<file path="src/rtl/sseg_pkg.sv">
// Shared constants for the seven-segment capture path: pattern table, blank code, bit order.
// Patterns are active-low, bit6 = segment a down to bit0 = segment g.
package sseg_pkg;

    localparam int unsigned SEG_A = 6;
    localparam int unsigned SEG_B = 5;
    localparam int unsigned SEG_C = 4;
    localparam int unsigned SEG_D = 3;
    localparam int unsigned SEG_E = 2;
    localparam int unsigned SEG_F = 1;
    localparam int unsigned SEG_G = 0;

    localparam logic [6:0] SSEG_BLANK = 7'b1111111;

    localparam logic [6:0] SSEG_0 = 7'b0000001;
    localparam logic [6:0] SSEG_1 = 7'b1001111;
    localparam logic [6:0] SSEG_2 = 7'b0010010;
    localparam logic [6:0] SSEG_3 = 7'b0000110;
    localparam logic [6:0] SSEG_4 = 7'b1001100;
    localparam logic [6:0] SSEG_5 = 7'b0100100;
    localparam logic [6:0] SSEG_6 = 7'b0100000;
    localparam logic [6:0] SSEG_7 = 7'b0001111;
    localparam logic [6:0] SSEG_8 = 7'b0000000;
    localparam logic [6:0] SSEG_9 = 7'b0000100;
    localparam logic [6:0] SSEG_A = 7'b0001000;
    localparam logic [6:0] SSEG_B = 7'b1100000;
    localparam logic [6:0] SSEG_C = 7'b0110001;
    localparam logic [6:0] SSEG_D = 7'b1000010;
    localparam logic [6:0] SSEG_E = 7'b0110000;
    localparam logic [6:0] SSEG_F = 7'b0111000;

    // Entry [n] is the pattern for hex digit n.
    localparam logic [15:0][6:0] SSEG_TABLE = {
        SSEG_F, SSEG_E, SSEG_D, SSEG_C, SSEG_B, SSEG_A, SSEG_9, SSEG_8,
        SSEG_7, SSEG_6, SSEG_5, SSEG_4, SSEG_3, SSEG_2, SSEG_1, SSEG_0
    };

    localparam logic [0:0] ST_SETTLE = 1'b0;
    localparam logic [0:0] ST_HOLD   = 1'b1;

    // Reorders a raw bus into table order {a..g}; identity for the standard wiring.
    function automatic logic [6:0] sseg_canon(input logic [6:0] raw);
        return {raw[SEG_A], raw[SEG_B], raw[SEG_C], raw[SEG_D],
                raw[SEG_E], raw[SEG_F], raw[SEG_G]};
    endfunction

endpackage

</file>
<file path="src/rtl/sseg_pattern_decode.sv">
// Combinational lookup of a 7-bit active-low segment pattern to {hit, nibble}.
// Zero latency; no flow control. Unknown patterns (blank included) give hit=0, nibble=0.
module sseg_pattern_decode
    import sseg_pkg::*;
(
    input  logic [6:0] pattern,
    output logic       hit,
    output logic [3:0] nibble
);

    logic [6:0] canon;

    always_comb begin
        canon  = sseg_canon(pattern);
        hit    = 1'b0;
        nibble = 4'h0;
        for (int i = 0; i < 16; i++) begin
            if (canon == SSEG_TABLE[i]) begin
                hit    = 1'b1;
                nibble = 4'(i);
            end
        end
    end

endmodule

</file>
<file path="src/rtl/sseg_capture.sv">
// Samples a multiplexed seven-segment display, debounces each scan slot and decodes digits.
// Commit STABLE_CYCLES+1 edges after an input change; no backpressure, pulses are single-cycle.
module sseg_capture
    import sseg_pkg::*;
#(
    parameter int NUM_DIGITS    = 2,
    parameter int STABLE_CYCLES = 4
) (
    input  logic                    clk,
    input  logic                    rst,
    input  logic [6:0]              sseg_in,
    input  logic [NUM_DIGITS-1:0]   an_in,
    output logic [4*NUM_DIGITS-1:0] value_out,
    output logic [NUM_DIGITS-1:0]   digit_valid_out,
    output logic                    frame_valid,
    output logic                    err
);

    localparam int         SW       = NUM_DIGITS + 7;
    localparam logic [7:0] STABLE_N = 8'(STABLE_CYCLES);

    logic [SW-1:0]           smp_q, smp_d;
    logic [7:0]              cnt_q, cnt_d;
    logic [0:0]              state_q, state_d;
    logic [4*NUM_DIGITS-1:0] value_q, value_d;
    logic [NUM_DIGITS-1:0]   dv_q, dv_d;
    logic [NUM_DIGITS-1:0]   seen_q, seen_d;
    logic                    frame_q, frame_d;
    logic                    err_q, err_d;

    logic                  dec_hit;
    logic [3:0]            dec_nibble;
    logic [NUM_DIGITS-1:0] sel;
    logic [NUM_DIGITS-1:0] seen_nxt;
    logic                  changed;
    logic                  commit;
    logic                  one_sel;

    sseg_pattern_decode u_decode (
        .pattern (smp_q[6:0]),
        .hit     (dec_hit),
        .nibble  (dec_nibble)
    );

    assign smp_d = {an_in, sseg_in};

    always_comb begin
        cnt_d    = cnt_q;
        state_d  = state_q;
        value_d  = value_q;
        dv_d     = dv_q;
        seen_d   = seen_q;
        frame_d  = 1'b0;
        err_d    = 1'b0;
        seen_nxt = seen_q;

        changed = (smp_d != smp_q);
        commit  = (state_q == ST_SETTLE) && (cnt_q == STABLE_N);
        sel     = ~smp_q[SW-1:7];
        one_sel = (sel != '0) && ((sel & (sel - 1'b1)) == '0);

        if (changed) begin
            cnt_d   = 8'd1;
            state_d = ST_SETTLE;
        end else if (cnt_q != STABLE_N) begin
            cnt_d = cnt_q + 8'd1;
        end

        // A change on the commit edge restarts settling rather than parking in HOLD.
        if (commit) begin
            if (!changed) begin
                state_d = ST_HOLD;
            end
            if (sel != '0 && !one_sel) begin
                err_d = 1'b1;
            end else if (one_sel) begin
                for (int i = 0; i < NUM_DIGITS; i++) begin
                    if (sel[i]) begin
                        if (dec_hit) begin
                            value_d[4*i +: 4] = dec_nibble;
                        end
                        dv_d[i] = dec_hit;
                    end
                end
                err_d    = !dec_hit;
                seen_nxt = seen_q | sel;
                if (&seen_nxt) begin
                    frame_d = 1'b1;
                    seen_d  = '0;
                end else begin
                    seen_d = seen_nxt;
                end
            end
        end
    end

    always_ff @(posedge clk) begin
        if (rst) begin
            smp_q   <= '1;
            cnt_q   <= 8'd0;
            state_q <= ST_SETTLE;
            value_q <= '0;
            dv_q    <= '0;
            seen_q  <= '0;
            frame_q <= 1'b0;
            err_q   <= 1'b0;
        end else begin
            smp_q   <= smp_d;
            cnt_q   <= cnt_d;
            state_q <= state_d;
            value_q <= value_d;
            dv_q    <= dv_d;
            seen_q  <= seen_d;
            frame_q <= frame_d;
            err_q   <= err_d;
        end
    end

    assign value_out       = value_q;
    assign digit_valid_out = dv_q;
    assign frame_valid     = frame_q;
    assign err             = err_q;

endmodule

</file>
<file path="config.mk">
export PLATFORM = sky130hd
export DESIGN_NAME = sseg_capture
export DESIGN_NICKNAME = d
export VERILOG_FILES = /design/src/rtl/sseg_pkg.sv /design/src/rtl/sseg_pattern_decode.sv /design/src/rtl/sseg_capture.sv
export SDC_FILE = /design/constraint.sdc
export NUM_CORES = 1
export LEC_CHECK = 0
export ABC_AREA = 0
export CORE_MARGIN = 2
export CORE_UTILIZATION = 50
export CTS_CLUSTER_DIAMETER = 30
export DETAILED_ROUTE_END_ITERATION = 10
export GPL_ROUTABILITY_DRIVEN = 0
export MAX_ROUTING_LAYER = met4
export PLACE_DENSITY = 0.72
export SYNTH_ARGS = -nofsm -noshare
export SYNTH_HDL_FRONTEND = slang
export SYNTH_SLANG_ARGS = --single-unit
</file>
<file path="constraint.sdc">
create_clock -name clk -period 5.7 [get_ports clk]
set_input_delay 1.14 -clock clk [delete_from_list [all_inputs] [get_ports clk]]
set_output_delay 1.14 -clock clk [all_outputs]
set_load 0.02 [all_outputs]
</file>
==> results of run 1 <==
synth_stat cells (all sizes together):
master  number  area, um2
or2          9       56.3
and3         4       25.0
and4b        2       20.0
xor2         8       70.1
ha           6       75.1
nor3         4       20.0
and2         2       12.5
nand3        9       45.0
nor4         5       31.3
a211oi       2       15.0
or4          2       22.5
and4         1       8.76
a221oi       2       17.5
nor4b        2       38.8
clkbuf       4       15.0
a22oi        1       7.51
dfxtp       32        641
or3b         1       8.76
buf          7       40.0
mux2i        2       20.0
mux2         6       67.6
a41oi        1       8.76
nand3b       3       22.5
xnor2        9       78.8
nor2b        7       43.8
a31oi        4       55.1
nor4bb       1       10.0
o21ai        4       20.0
nor3b        4       35.0
o211ai       2       15.0
nand2b       3       18.8
and3b        2       17.5
nor2        13       48.8
a311oi       2       17.5
nand4        1       6.26
inv          7       26.3
a32o         1       10.0
nand2        5       21.3
a21oi       12       71.3
routing by layer:
layer / GRT usage [%] / wire [um]
met5: - / 0
met2: 33.4 / 1730
met4: 5.43 / 31
met3: 5.81 / 191
met1: 24.2 / 1660
state kept, by name (all words and copies together) (netlist names):
signal / count
smp_q: 9
cnt_q: 8
seen_q: 2
state_q: 1
value_out: 8
err: 1
digit_valid_out: 2
frame_valid: 1
metrics by stage:
stage	hold slack (ns)	setup WS (ns)	std cells	area, um2
final	0.468	3.17	257	2100
after global routing	0.505	3.01	257	2100
after CTS	0.469	3.17	257	2100
after detailed placement	0.458	2.82	249	2010
after global placement	0.466	2.93	249	2010
after floorplan	0.416	3.59	192	1780
power groups by stage:
stage	clock network (uW)	logic (uW)	registers, uW
2_1_floorplan	0	33.2	240
3_5_place_dp	0	42.6	246
6_report	194	42.9	241
4_1_cts	198	43.1	241
5_1_grt	209	47.5	243
3_3_place_gp	0	40.3	245
kinds of logic (layout without fill, tap and decap cells):
family / after synthesis / in the layout / synth area share, %
AO/OA/AOI/OAI: 31 / 31 / 13.3
XOR/XNOR: 17 / 17 / 8.35
adder cells (fa/ha/maj): 6 / 6 / 4.21
buffers and inverters: 18 / 37 / 4.56
flip-flops: 32 / 32 / 35.9
multiplexers: 8 / 8 / 4.91
AND/OR/NAND/NOR: 80 / 80 / 28.8
placed cells by master (no fill, tap or decap), types with 3 or more instances in the layout:
cell type | synthesis | layout
sky130_fd_sc_hd__nor3_1 | 4 | 4
sky130_fd_sc_hd__ha_1 | 6 | 6
sky130_fd_sc_hd__nor4_1 | 5 | 5
sky130_fd_sc_hd__nand2b_1 | 3 | 3
sky130_fd_sc_hd__o21ai_0 | 4 | 4
sky130_fd_sc_hd__nand3_1 | 9 | 9
sky130_fd_sc_hd__and3_1 | 4 | 4
sky130_fd_sc_hd__nand2_1 | 4 | 4
sky130_fd_sc_hd__clkdlybuf4s50_1 | 0 | 22
sky130_fd_sc_hd__nor3b_1 | 3 | 3
sky130_fd_sc_hd__dfxtp_1 | 32 | 32
sky130_fd_sc_hd__inv_1 | 7 | 7
sky130_fd_sc_hd__xnor2_1 | 9 | 9
sky130_fd_sc_hd__a21oi_1 | 11 | 11
sky130_fd_sc_hd__nand3b_1 | 3 | 3
sky130_fd_sc_hd__or2_2 | 9 | 9
sky130_fd_sc_hd__nor2_1 | 13 | 13
sky130_fd_sc_hd__nor2b_1 | 7 | 7
sky130_fd_sc_hd__mux2_1 | 6 | 6
sky130_fd_sc_hd__clkbuf_4 | 0 | 5
sky130_fd_sc_hd__xor2_1 | 8 | 8
worst max path at each step:
stage | slack, ns | end | startpoint | cells past startpoint
floorplan | 3.59 | cnt_q[3] | sseg_in[5] | 5
global placement | 2.93 | cnt_q[7] | sseg_in[2] | 6
detailed placement | 2.82 | cnt_q[4] | sseg_in[4] | 6
CTS | 3.17 | cnt_q[4] | sseg_in[4] | 6
global route | 3.01 | cnt_q[7] | sseg_in[4] | 6
finish | 3.17 | cnt_q[4] | sseg_in[4] | 6
layout make-up:
| class | instances | area [um2] | share of cell area, % |
|---|---|---|---|
| Clock inverter | 1 | 30.0 | 1.43 |
| Multi-Input combinational cell | 142 | 1060 | 50.5 |
| Inverter | 7 | 26.3 | 1.25 |
| Timing Repair Buffer | 22 | 220 | 10.5 |
| Tap cell | 46 | 57.6 | 2.74 |
| Clock buffer | 7 | 65.1 | 3.10 |
| Sequential cell | 32 | 641 | 30.5 |
==> flow_summary.yaml, run 1 <==
outcome:
  run_status: "complete, no violations"
global_route:
  grt.overflow.total: 0
  grt_max_degree: 30
  initial_antenna_violation_count: 0
  grt_first_pass_wirelength_um: 6360
  via_count_of_the_first_global_routing_pass: 1413
  gr-usage-all-layers_pct: 20.2
min_path:
  min_delay_worst_endpoint: "err"
  hp-start: "state_q"
  worst_hold_path_depth: 1
  holdCritPathClass: "flop to flop"
critical_path:
  timing.setup.critical_path_class: "primary input to flop"
  startpoint_type: "primary input"
  rrSetupSlack_ns: 3.43
  critical_path.cell_chain: "clkdlybuf4s50_1, xnor2_1, nand3_1, nor4_1, nand3b_1, nor2_1"
  cpLargestDelayFamily: "simple AND/OR/NAND/NOR gates"
  worst-endpoint-required_ns: 5.97
  crit_slowest_cell: "sky130_fd_sc_hd__nor4_1"
  cp_num_buf_inv: 1
  slowest_delay_ns: 0.51
  capture_instance_of_the_worst_register_to_register_path: "value_out[1]"
  regToRegStartpoint: "cnt_q[0]"
  worstPathMaxFanout: 5
  arrival_ns: 2.80
  worstRegToRegCells: 7
  endpoint_kind: "flop"
route:
  antenna_violating_nets_post_route: 0
  drt_drc_violations_left: 0
  wire_per_inst_um: 14.0
  drtIter0Drc: 73
  vias_per_cell: 5.61
  firstDrtPassIters: 4
  total_length_of_routed_wires_um: 3610
  route.vias.total: 1441
clock_tree:
  cts_buffer_depth: 2
  postCtsResizedCells: 0
  tritoncts.num_buffers: 5
  cts.sinks: 32
  cts_hold_buffers: 0
  insertion_delay_ns: 0.33
  clkTransAtPathRegs_ns: 0.10
  cts.repair_timing.setup_buffer_count: 0
  htree_levels: 2
  cts_tree: "done"
  clockRootBuffer: "sky130_fd_sc_hd__clkbuf_4"
sta:
  finalHoldViolations: 0
  timing.slew.headroom_pct: 37.3
  worst_clock_skew_ns: 0.00591
  grt_setup_unrepaired: "false"
  final.period_utilization_pct: 44.5
  fmaxAchievable_mhz: 395
  timing_worst_slew_pin_value_ns: 0.938
  final-max-slew-violation-count: 0
  setup_tns_ns: 0
  finalCriticalPeriod_ns: 2.53
  setup_viol: 0
placed_design:
  place_hpwl_um: 2670
  io_buffer_count: 22
power_and_ir_drop:
  cell_internal_pwr_uw: 369
  pwr-share-clk_pct: 40.6
  p_leak_uw: 0.000757
  power.density_nw_per_um2: 228
  power.share.combinational_pct: 9.0
  power.total_uw: 478
  power_frac_seq_pct: 50.5
  switchingPower_uw: 109
  ir_worst_vdd_uv: 172
  switching_share_pct: 22.9
synth:
  ys_seq_elements: 32
  post_synthesis_cell_area_um2: 1780
  cell_count_after_synthesis: 192
  synthesis.yosys.warnings: 0
  synthesis.nets: 209
  post_synth_num_cell_types: 45
  post_synth.cell_area_avg_um2: 9.29
  synth-seq-area-share_pct: 35.9
finish:
  finalCoreUtilization_pct: 62.0
  drive_above_1_share_pct: 12.8
  area_growth_pct: 17.8
  final_net_count: 227
  diodes: 0
  fill_cells: 290
die:
  effective_utilization_at_floorplan_pct: 52.6
  top_level_ports: 23
  floorplan.core_area_um2: 3390
  full_die_area_um2: 4060
  floorplan.die.height_um: 63.7
  die-width_um: 63.7
  rows: 21
job:
  maxCapViolations: 0
No activity file was read; power rests on OpenSTA's default activity.
==> run 2, diff against run 1 <==
clock period = 2.5 ns   (was 5.7 ns; I/O delays follow)
==> flow_summary.yaml, run 2 (synthesis results as in run 1) <==
outcome:
  run_status: "complete, no violations"
route:
  vias_per_cell: 5.54
  drt_drc_violations_left: 0
  route.vias.total: 1435
  antenna_violating_nets_post_route: 0
  total_length_of_routed_wires_um: 3430
  drtIter0Drc: 46
  firstDrtPassIters: 4
  wire_per_inst_um: 13.2
sta:
  final-max-slew-violation-count: 0
  worst_clock_skew_ns: 0.00400
  fmaxAchievable_mhz: 452
  final.period_utilization_pct: 88.5
  setup_viol: 0
  timing_worst_slew_pin_value_ns: 0.503
  finalCriticalPeriod_ns: 2.21
  timing.slew.headroom_pct: 66.4
  hold-worst-slack_ns: 0.455
  setup_ws_ns: 0.287
  finalHoldViolations: 0
  grt_setup_unrepaired: "false"
  setup_tns_ns: 0
critical_path:
  cp_num_buf_inv: 1
  rrSetupSlack_ns: 0.29
  worst-endpoint-required_ns: 2.72
  critical_path.cell_chain: "inv_1, ha_1, nor4b_4, nand2_2, or4_4, a31oi_4, mux2_1"
  worstPathMaxFanout: 12
  cpLargestDelayFamily: "simple AND/OR/NAND/NOR gates"
  arrival_ns: 2.44
  crit_slowest_cell: "sky130_fd_sc_hd__or4_4"
  slowest_delay_ns: 0.55
  startpoint_type: "flop"
  endpoint_kind: "flop"
  timing.setup.critical_path_class: "flop to flop"
placed_design:
  io_buffer_count: 22
  place_hpwl_um: 2560
  placed_cells_incl_taps: 252
  dp_slack_ns: 0.284
global_route:
  initial_antenna_violation_count: 0
  grt_max_degree: 21
  top_usage_layer: "met2"
  grt.overflow.total: 0
  grt_first_pass_wirelength_um: 5840
  gr-usage-all-layers_pct: 18.9
  globalRouteMet1Util_pct: 22.8
  grt_use_met2_pct: 30.1
  groute.layer.met3.usage_pct: 5.81
  via_count_of_the_first_global_routing_pass: 1306
job:
  maxCapViolations: 0
finish:
  diodes: 0
  finalNonFillerCells: 259
  highest_count_cells_in_the_layout_ignoring_fill_and_taps: "sky130_fd_sc_hd__dfxtp_1, sky130_fd_sc_hd__clkdlybuf4s50_1, sky130_fd_sc_hd__nor2_1"
  most_common_cell_after_layout_fill_and_taps_aside: "sky130_fd_sc_hd__dfxtp_1"
  fill_cells: 306
  final_net_count: 230
  regMostFlops: "smp_q"
  drive_above_1_share_pct: 13.6
  area_growth_pct: 17.4
  largest_reg_flops: 9
clock_tree:
  postCtsResizedCells: 0
  clockRootBuffer: "sky130_fd_sc_hd__clkbuf_4"
  cts.sinks: 32
  cts_buffer_depth: 2
  insertion_delay_ns: 0.33
  cts.repair_timing.setup_buffer_count: 0
  cts_tree: "done"
  tritoncts.num_buffers: 5
  clkTransAtPathRegs_ns: 0.09
  cts_hold_buffers: 0
  htree_levels: 2
die:
  rows: 21
  full_die_area_um2: 4060
  top_level_ports: 23
  die-width_um: 63.7
  floorplan.die.height_um: 63.7
  floorplan.core_area_um2: 3390
  effective_utilization_at_floorplan_pct: 52.6
power_and_ir_drop:
  power.density_nw_per_um2: 464
  ir_worst_vdd_uv: 288
  p_leak_uw: 0.000757
  power.total_uw: 972
min_path:
  holdCritPathClass: "flop to flop"
run 2: cell types whose count changed in the layout (fill, tap and decap cells not counted):
cell / change
sky130_fd_sc_hd__bufinv_16: -1
sky130_fd_sc_hd__buf_4: +3
run 2: cell type report:
| cell class | count | area (um2) | area share [%] |
|---|---|---|---|
| repair buffers | 25 | 243 | 11.6 |
| clock buffers | 7 | 65.1 | 3.11 |
| inverters | 7 | 26.3 | 1.25 |
| well taps | 46 | 57.6 | 2.75 |
| flip-flops and latches | 32 | 641 | 30.6 |
| multi-input cells | 142 | 1060 | 50.7 |
run 2: per-stage QoR:
step                      cell area [um2]  util [%]
after floorplan                      1780         -
after global placement               2030      59.9
after detailed placement             2030      59.9
after CTS                            2090      61.8
after global routing                 2090      61.8
final                                2090      61.8
run 2: path summary, 6_finish.rpt:
| kind | from | end | cells past startpoint |
|---|---|---|---|
| max | cnt_q[0] | value_out[0] | 7 |
| min | state_q | err | 1 |
| max reg2reg | cnt_q[0] | value_out[0] | 7 |
| min reg2reg | state_q | err | 1 |
run 2: power breakdown:
group	internal [uW]	leakage [uW]	switching, uW
clock network	159	0.0000374	162
logic	57.3	0.000458	46.3
registers	521	0.000261	25.5
run 2: routing by layer:
metal	wire length (um)	part of all wire, %
met4	47	1.4
met5	0	0
met2	1560	46
met1	1660	48
met3	152	4.4
